`src/rtl/con_unit.sv`:
```
// Registered, handshaked branch-condition evaluator with saturating statistics.
// Operands are captured on strobe; the decision is held until acknowledged.
module con_unit #(
   parameter int DATA_WIDTH  = 32,
   parameter int IR_WIDTH    = 32,
   parameter int COND_LSB    = 19,
   parameter int COND_WIDTH  = 2,
   parameter int COUNT_WIDTH = 16
) (
   input  logic                   clock,
   input  logic                   clear,
   input  logic [DATA_WIDTH-1:0]  bus_Data,
   input  logic [IR_WIDTH-1:0]    instruction,
   input  logic                   con_enable,
   input  logic                   con_ack,
   input  logic                   stats_clear,
   output logic                   con_output,
   output logic                   con_valid,
   output logic                   con_busy,
   output logic [COUNT_WIDTH-1:0] eval_count,
   output logic [COUNT_WIDTH-1:0] taken_count
);

   typedef enum logic [1:0] {S_IDLE, S_CAPT, S_EVAL, S_HOLD} state_t;

   localparam logic [IR_WIDTH-1:0] CC_MASK =
      ((IR_WIDTH'(1) << COND_WIDTH) - IR_WIDTH'(1)) << COND_LSB;

   state_t                  state_q, state_d;
   logic [COND_WIDTH-1:0]   cc_q, cc_d;
   logic [DATA_WIDTH-1:0]   val_q, val_d;
   logic                    out_q, out_d;
   logic                    valid_q, valid_d;
   logic                    busy_q, busy_d;
   logic [COUNT_WIDTH-1:0]  eval_cnt_q, eval_cnt_d;
   logic [COUNT_WIDTH-1:0]  taken_cnt_q, taken_cnt_d;

   logic                    capture;
   logic                    evaluating;
   logic                    result;
   logic [2:0]              cc_ext;
   logic                    unused_ir;

   // Only the condition field of the instruction matters here.
   assign unused_ir = ^(instruction & ~CC_MASK);
   assign cc_ext    = 3'(cc_q);

   function automatic logic eval_cond(input logic [2:0] cc, input logic [DATA_WIDTH-1:0] v);
      logic z, n;
      z = (v == '0);
      n = v[DATA_WIDTH-1];
      case (cc)
         3'd0:    eval_cond = z;
         3'd1:    eval_cond = !z;
         3'd2:    eval_cond = !n;
         3'd3:    eval_cond = n;
         3'd4:    eval_cond = 1'b1;
         3'd5:    eval_cond = 1'b0;
         3'd6:    eval_cond = !n && !z;
         default: eval_cond = n || z;
      endcase
   endfunction

   function automatic logic [COUNT_WIDTH-1:0] sat_inc(input logic [COUNT_WIDTH-1:0] c);
      sat_inc = (&c) ? c : c + COUNT_WIDTH'(1);
   endfunction

   // State register
   always_ff @(posedge clock) begin
      if (clear) state_q <= S_IDLE;
      else       state_q <= state_d;
   end

   // Next-state logic
   always_comb begin
      state_d = state_q;
      case (state_q)
         S_IDLE: if (con_enable) state_d = S_CAPT;
         S_CAPT: state_d = S_EVAL;
         S_EVAL: state_d = S_HOLD;
         S_HOLD: if (con_ack) state_d = con_enable ? S_CAPT : S_IDLE;
         default: state_d = S_IDLE;
      endcase
   end

   // Output and datapath next-state logic
   always_comb begin
      capture     = ((state_q == S_IDLE) || ((state_q == S_HOLD) && con_ack)) && con_enable;
      evaluating  = (state_q == S_EVAL);
      result      = eval_cond(cc_ext, val_q);
      cc_d        = capture ? instruction[COND_LSB +: COND_WIDTH] : cc_q;
      val_d       = capture ? bus_Data : val_q;
      out_d       = evaluating ? result : out_q;
      busy_d      = (state_d == S_CAPT) || (state_d == S_EVAL);
      valid_d     = valid_q;
      if (evaluating)                         valid_d = 1'b1;
      else if ((state_q == S_HOLD) && con_ack) valid_d = 1'b0;
      eval_cnt_d  = eval_cnt_q;
      taken_cnt_d = taken_cnt_q;
      if (stats_clear) begin
         eval_cnt_d  = '0;
         taken_cnt_d = '0;
      end else if (evaluating) begin
         eval_cnt_d = sat_inc(eval_cnt_q);
         if (result) taken_cnt_d = sat_inc(taken_cnt_q);
      end
   end

   always_ff @(posedge clock) begin
      if (clear) begin
         cc_q        <= '0;
         val_q       <= '0;
         out_q       <= 1'b0;
         valid_q     <= 1'b0;
         busy_q      <= 1'b0;
         eval_cnt_q  <= '0;
         taken_cnt_q <= '0;
      end else begin
         cc_q        <= cc_d;
         val_q       <= val_d;
         out_q       <= out_d;
         valid_q     <= valid_d;
         busy_q      <= busy_d;
         eval_cnt_q  <= eval_cnt_d;
         taken_cnt_q <= taken_cnt_d;
      end
   end

   assign con_output  = out_q;
   assign con_valid   = valid_q;
   assign con_busy    = busy_q;
   assign eval_count  = eval_cnt_q;
   assign taken_count = taken_cnt_q;

endmodule

```
`config.mk`:
```
export PLATFORM = sky130hd
export DESIGN_NAME = con_unit
export DESIGN_NICKNAME = d
export VERILOG_FILES = /design/src/rtl/con_unit.sv
export SDC_FILE = /design/constraint.sdc
export NUM_CORES = 1
export LEC_CHECK = 0
export ABC_AREA = 1
export CAP_MARGIN = 10
export CORE_MARGIN = 4
export CORE_UTILIZATION = 35
export DETAILED_ROUTE_END_ITERATION = 6
export DONT_BUFFER_PORTS = 1
export PLACE_DENSITY = 0.61
export SLEW_MARGIN = 40
export SYNTH_ARGS = -nofsm -noshare
export SYNTH_HDL_FRONTEND = slang
export SYNTH_SLANG_ARGS = --single-unit
```
`constraint.sdc`:
```
create_clock -name clock -period 3 [get_ports clock]
set_clock_uncertainty 0.2 [all_clocks]
set_input_delay 0.6 -clock clock [delete_from_list [all_inputs] [get_ports clock]]
set_output_delay 0.6 -clock clock [all_outputs]
set_load 0.02 [all_outputs]
```
## Word-level counts from Yosys, hierarchy flattened

Index checks and enable logic that the tools add are counted.

- Memory bits (read-only): 0
- Output and inout port bits: 35
- Bits in latches: 0
- Bits in writable memories: 0
- Bits in registers: 71
- Memories kept: 0

- Mux-type cells: 7
- $add $sub $neg: 2
- Shift operators: 0
- $lt $le $gt $ge: 0
- Divide/modulo/power cells: 0
- Bitwise operators: 2
- Eq/ne operators: 8
- Reduce and logical (&&, ||, !) cells: 16
- Multipliers: 0

Operator list:

| operator | number |
|---|---|
| 16-bit by 1-bit adder with 16-bit output, second input constant | 2 |
| 32-bit logical NOT | 1 |
| 16-bit AND reduction | 2 |
| 2-bit equality test, second input constant | 5 |
| 2-bit one-hot mux with 4 select lines | 1 |
| 2-bit by 1-bit equality test with 1-bit output, second input constant | 3 |
| 2-bit 2-to-1 mux | 2 |
| 1-bit one-hot mux with 4 select lines | 1 |
| 3-bit logical NOT | 1 |
| 1-bit logical OR | 3 |
| 1-bit 2-to-1 mux | 3 |
| 3-bit AND reduction | 1 |
| 1-bit logical AND | 2 |
| 1-bit logical NOT | 2 |
| 2-bit logical NOT | 1 |
| 1-bit NOT | 2 |
| 2-bit AND reduction | 1 |
| 2-bit nonzero test | 1 |
| 2-bit OR reduction | 1 |

## Depth between registers and ports, before layout

- Depth after elaboration: 5
- Gate-level depth with buffers: 11
- Depth with buffers taken out: 11

## Least setup slack after synthesis

No wires, ideal clock.

- Path type: register -> register
- Start point: reg taken_cnt_q[0] (netlist: taken_count[0])
- End point: reg taken_cnt_q[10] (netlist: taken_count[10])
- Stages on the path, launching flop included: 9
- Data required time: 2,729 ps
- Arrival: 1,596 ps
- Slack: 1,134 ps
- Library setup time: 71 ps
- Cell sequence: dfxtp_1 ha_1 nand2_2 nor2_4 a41oi_4 nand2_4 buf_12 nand2_2 a21oi_2

- Longest elaborated chain between the ends: 3
- Elaborated cells on any way between the ends: 4
- Those cells by class: 1 x add/sub; 1 x bitwise; 2 x reduce/logical

RTL lines:

| element | RTL line | RTL |
|---|---|---|
| from (decl) | 36 | `logic [COUNT_WIDTH-1:0] taken_cnt_q, taken_cnt_d;` |
| from (signal assigned) | 125 | `taken_cnt_q <= taken_cnt_d;` |
| branches (longest 3 deep; another with 16-bit by 1-bit adder with 16-bit output) | - |  |

Several ways; the timed one is not identified.
A chain may end at the register's enable or synchronous reset.

## Final worst setup path

- Start point: reg taken_cnt_q[1] (netlist: taken_count[1])
- End point: reg taken_cnt_q[1] (netlist: taken_count[1])

The elaborated chain is that of the path after synthesis.

==> summary.md <==
| Metric | Value |
|---|---|
| Status | finished, final reports clean |
| Synthesized Nets | 548 |
| Worst setup EP type | flip-flop |
| Synth warn | 0 |
| Count leader, synth | nand2_1 |
| CP max FO | 16 |
| Initial core utilization | 36.6% |
| Filler cell count | 977 |
| Setup TNS | 0 ns |
| Synth top area share | 41.2% |
| Vias in the first global route | 2,693 |
| DIE WIDTH | 107 µm |
| DR WL/cell | 12.9 µm |
| Startpoint types | flip-flop |
| Top cells by count, synth | nand2_1 (141), dfxtp_1 (71), a21oi_1 (53) |
| Placer Congestion | 0.956 |
| Power Internal | 1.68 mW |
| Post-Syn Area per Cell | 7.23 µm² |
| GR Util All Layers | 14.2% |
| Ports | 104 |
| Cts repair resizes | 0 |
| Placed inst area | 0.00353 mm² |
| CTS tree | done |
| CTS H-tree lvls | 3 |
| LEAKAGE | 1.31 nW |
| Peak VDD IR | 0.254 mV |
| Via density | 4.76 |
| Setup violations, final | 0 |
| Initial antenna violation count | 0 |
| Final hold violation count | 0 |
| Worst slew pin tran | 0.541 ns |
| Post-synthesis async set-or-reset flop share | 0% |
| Cts hold-fix bufs | 0 |
| Clk slew on worst S/H paths | 0.08 ns |
| # DRC | 0 |
| GRT Residual Overflow | 0 |
| Hold Path Class | input pin to flip-flop |
| Clock root buffer | clkbuf_8 |
| PD cells | 600 mW/mm² |
| FP Rows | 35 |
| Max Clock Freq | 432 MHz |
| Max-slew violations | 0 |
| First-pass GRT wire length | 13.1 mm |
| Minimum clock period | 2.32 ns |
| Drt total wl | 7.84 mm |
| Yosys top cell by area | dfxtp_1 |
| Full die area | 0.0115 mm² |
| DR pass1 iterations | 5 |
| Post-DRT Antenna Nets | 0 |
| Critical path arrival | 2.35 ns |
| Layout cells sized above 1 | 11.7% |
| Syn Inst Count | 477 |
| Clk pwr share | 42.2% |
| Final instance area | 0.00379 mm² |
| Sequential share of power | 45.8% |
| Synth top area cells | dfxtp_1 (41%), nand2_1 (15%), a21oi_1 (7.7%), nor2_1 (5.2%), nand3_1 (3.9%) |
| Most used flip-flop cell after synthesis | dfxtp_1 |
| Final worst-path cycle share | 77.2% |
| Mapped cell area | 0.00345 mm² |
| CORE AREA | 0.00942 mm² |
| Flops & latches, synth | 71 |
| CTS Buf Count | 9 |
| # clock sinks | 71 |
| First DRT Iteration DRCs | 124 |
| Slew HR | 63.8% |
| PortBufs | 0 |
| Clock buffer depth | 2 |
| Half-perimeter wire length after placement | 5.63 mm |
| Gate power share | 11.9% |
| Clk_lat worst skew | 0.34 ns |
| Largest net degree at the start of global routing | 41 |
| Chip Height | 107 µm |
| RSZ-0062 raised after global routing | false |
| Worst endpoint required time | 3.04 ns |
| Setup CP Type | flip-flop to flip-flop |
| Max-cap viol count | 0 |
| P_sw | 593 µW |
| Post-CTS Setup Inserts | 0 |
| Sequential area share after synthesis | 41.2% |
| Yosys cell types | 35 |
| Number of flops mapped to enable cells by yosys | 0 |
| Syn-to-layout area delta | 9.84% |
| Switching share of power | 26.1% |
| # nets final | 545 |
| Diodes inserted | 0 |
| Via count | 2,892 |
[layer usage]
layer,vias to the layer above,global-route usage (%),part of all wire [%]
met5,-,0,0
met4,0,5.39,1.3
met3,12,5.60,7.4
met2,60,21.8,44
met1,1293,17.8,47
li1,1527,-,-
[layout make-up]
| class | count | area (µm²) | share of cell area, % |
|---|---|---|---|
| timing repair buffer | 4 | 30.0 | 0.793 |
| clock buffer | 11 | 151 | 4.00 |
| multi-input combinational | 355 | 1790 | 47.4 |
| clock inverter | 5 | 104 | 2.74 |
| sequential | 71 | 1420 | 37.5 |
| tap | 129 | 161 | 4.26 |
| inverter | 33 | 124 | 3.27 |
[logic make-up after synthesis]
kind of cell | share of synthesized area [%]
AND/OR/NAND/NOR | 32.5
AO/OA/AOI/OAI | 12.7
XOR/XNOR | 6.10
flip-flops | 41.2
buffers and inverters | 6.72
adder cells (fa/ha/maj) | 0.726
[critical path, cell delays in order, from the launching register on]
cell and delay (ns):
dfxtp_1 0.53, ha_1 0.31, nand2_2 0.10, nor2_4 0.19, a41oi_4 0.30, nand2_4 0.30
inv_1 0.13, nor2_1 0.10, nor2_1 0.05
[sequential cells by signal (all words and copies together), names as in the netlist]
signal,count
taken_count,16
con_valid,1
state_q,2
val_q,32
eval_count,16
cc_q,2
con_busy,1
con_output,1
[cell usage in the layout (no fill, tap or decap), types with 2 or more instances in the layout]
cell / synthesis / routed
xnor2_1: 12 / 12
inv_2: 5 / 5
nor2_1: 48 / 48
clkbuf_8: 0 / 11
ha_1: 2 / 2
nor2_4: 2 / 2
nor3_1: 12 / 12
inv_1: 28 / 28
bufinv_16: 0 / 3
nand2_2: 11 / 11
buf_4: 1 / 4
a21oi_2: 10 / 10
a211oi_1: 2 / 2
xor2_1: 12 / 12
nand4_1: 5 / 5
nand2_1: 141 / 141
dfxtp_1: 71 / 71
a21oi_1: 53 / 53
nand3_1: 27 / 27
o21ai_0: 5 / 5
o21ai_1: 2 / 2
[metrics by stage]
step,cells,utilization [%],total power [mW],hold slack [ns],worst slack (ns)
2_1_floorplan,477,-,1.30,0.245,1.13
3_3_place_gp,592,37.5,1.33,0.245,0.702
3_5_place_dp,592,37.5,1.34,0.249,0.686
4_1_cts,608,40.2,2.32,0.0892,0.672
5_1_grt,608,40.2,2.40,0.0884,0.384
6_report,608,40.2,2.27,0.122,0.683
[path summary, 6_finish.rpt]
| path | from | end | slack (ns) | depth (start not counted) |
|---|---|---|---|---|
| worst min-delay path | clear | val_q[1] | 0.12 | 1 |
| worst min register to register | val_q[25] | val_q[25] | 0.26 | 2 |
| worst max-delay path | taken_count[1] | taken_count[1] | 0.68 | 8 |
| worst max register to register | taken_count[1] | taken_count[1] | 0.68 | 8 |
[power groups by stage]
stage | registers [mW] | logic (mW) | clock network [mW]
after floorplan | 1.05 | 0.245 | 0
after global placement | 1.06 | 0.271 | 0
after detailed placement | 1.06 | 0.277 | 0
after CTS | 1.04 | 0.277 | 1.00
after global routing | 1.05 | 0.314 | 1.04
final | 1.04 | 0.271 | 0.960
(Power assumes the default switching activity.)
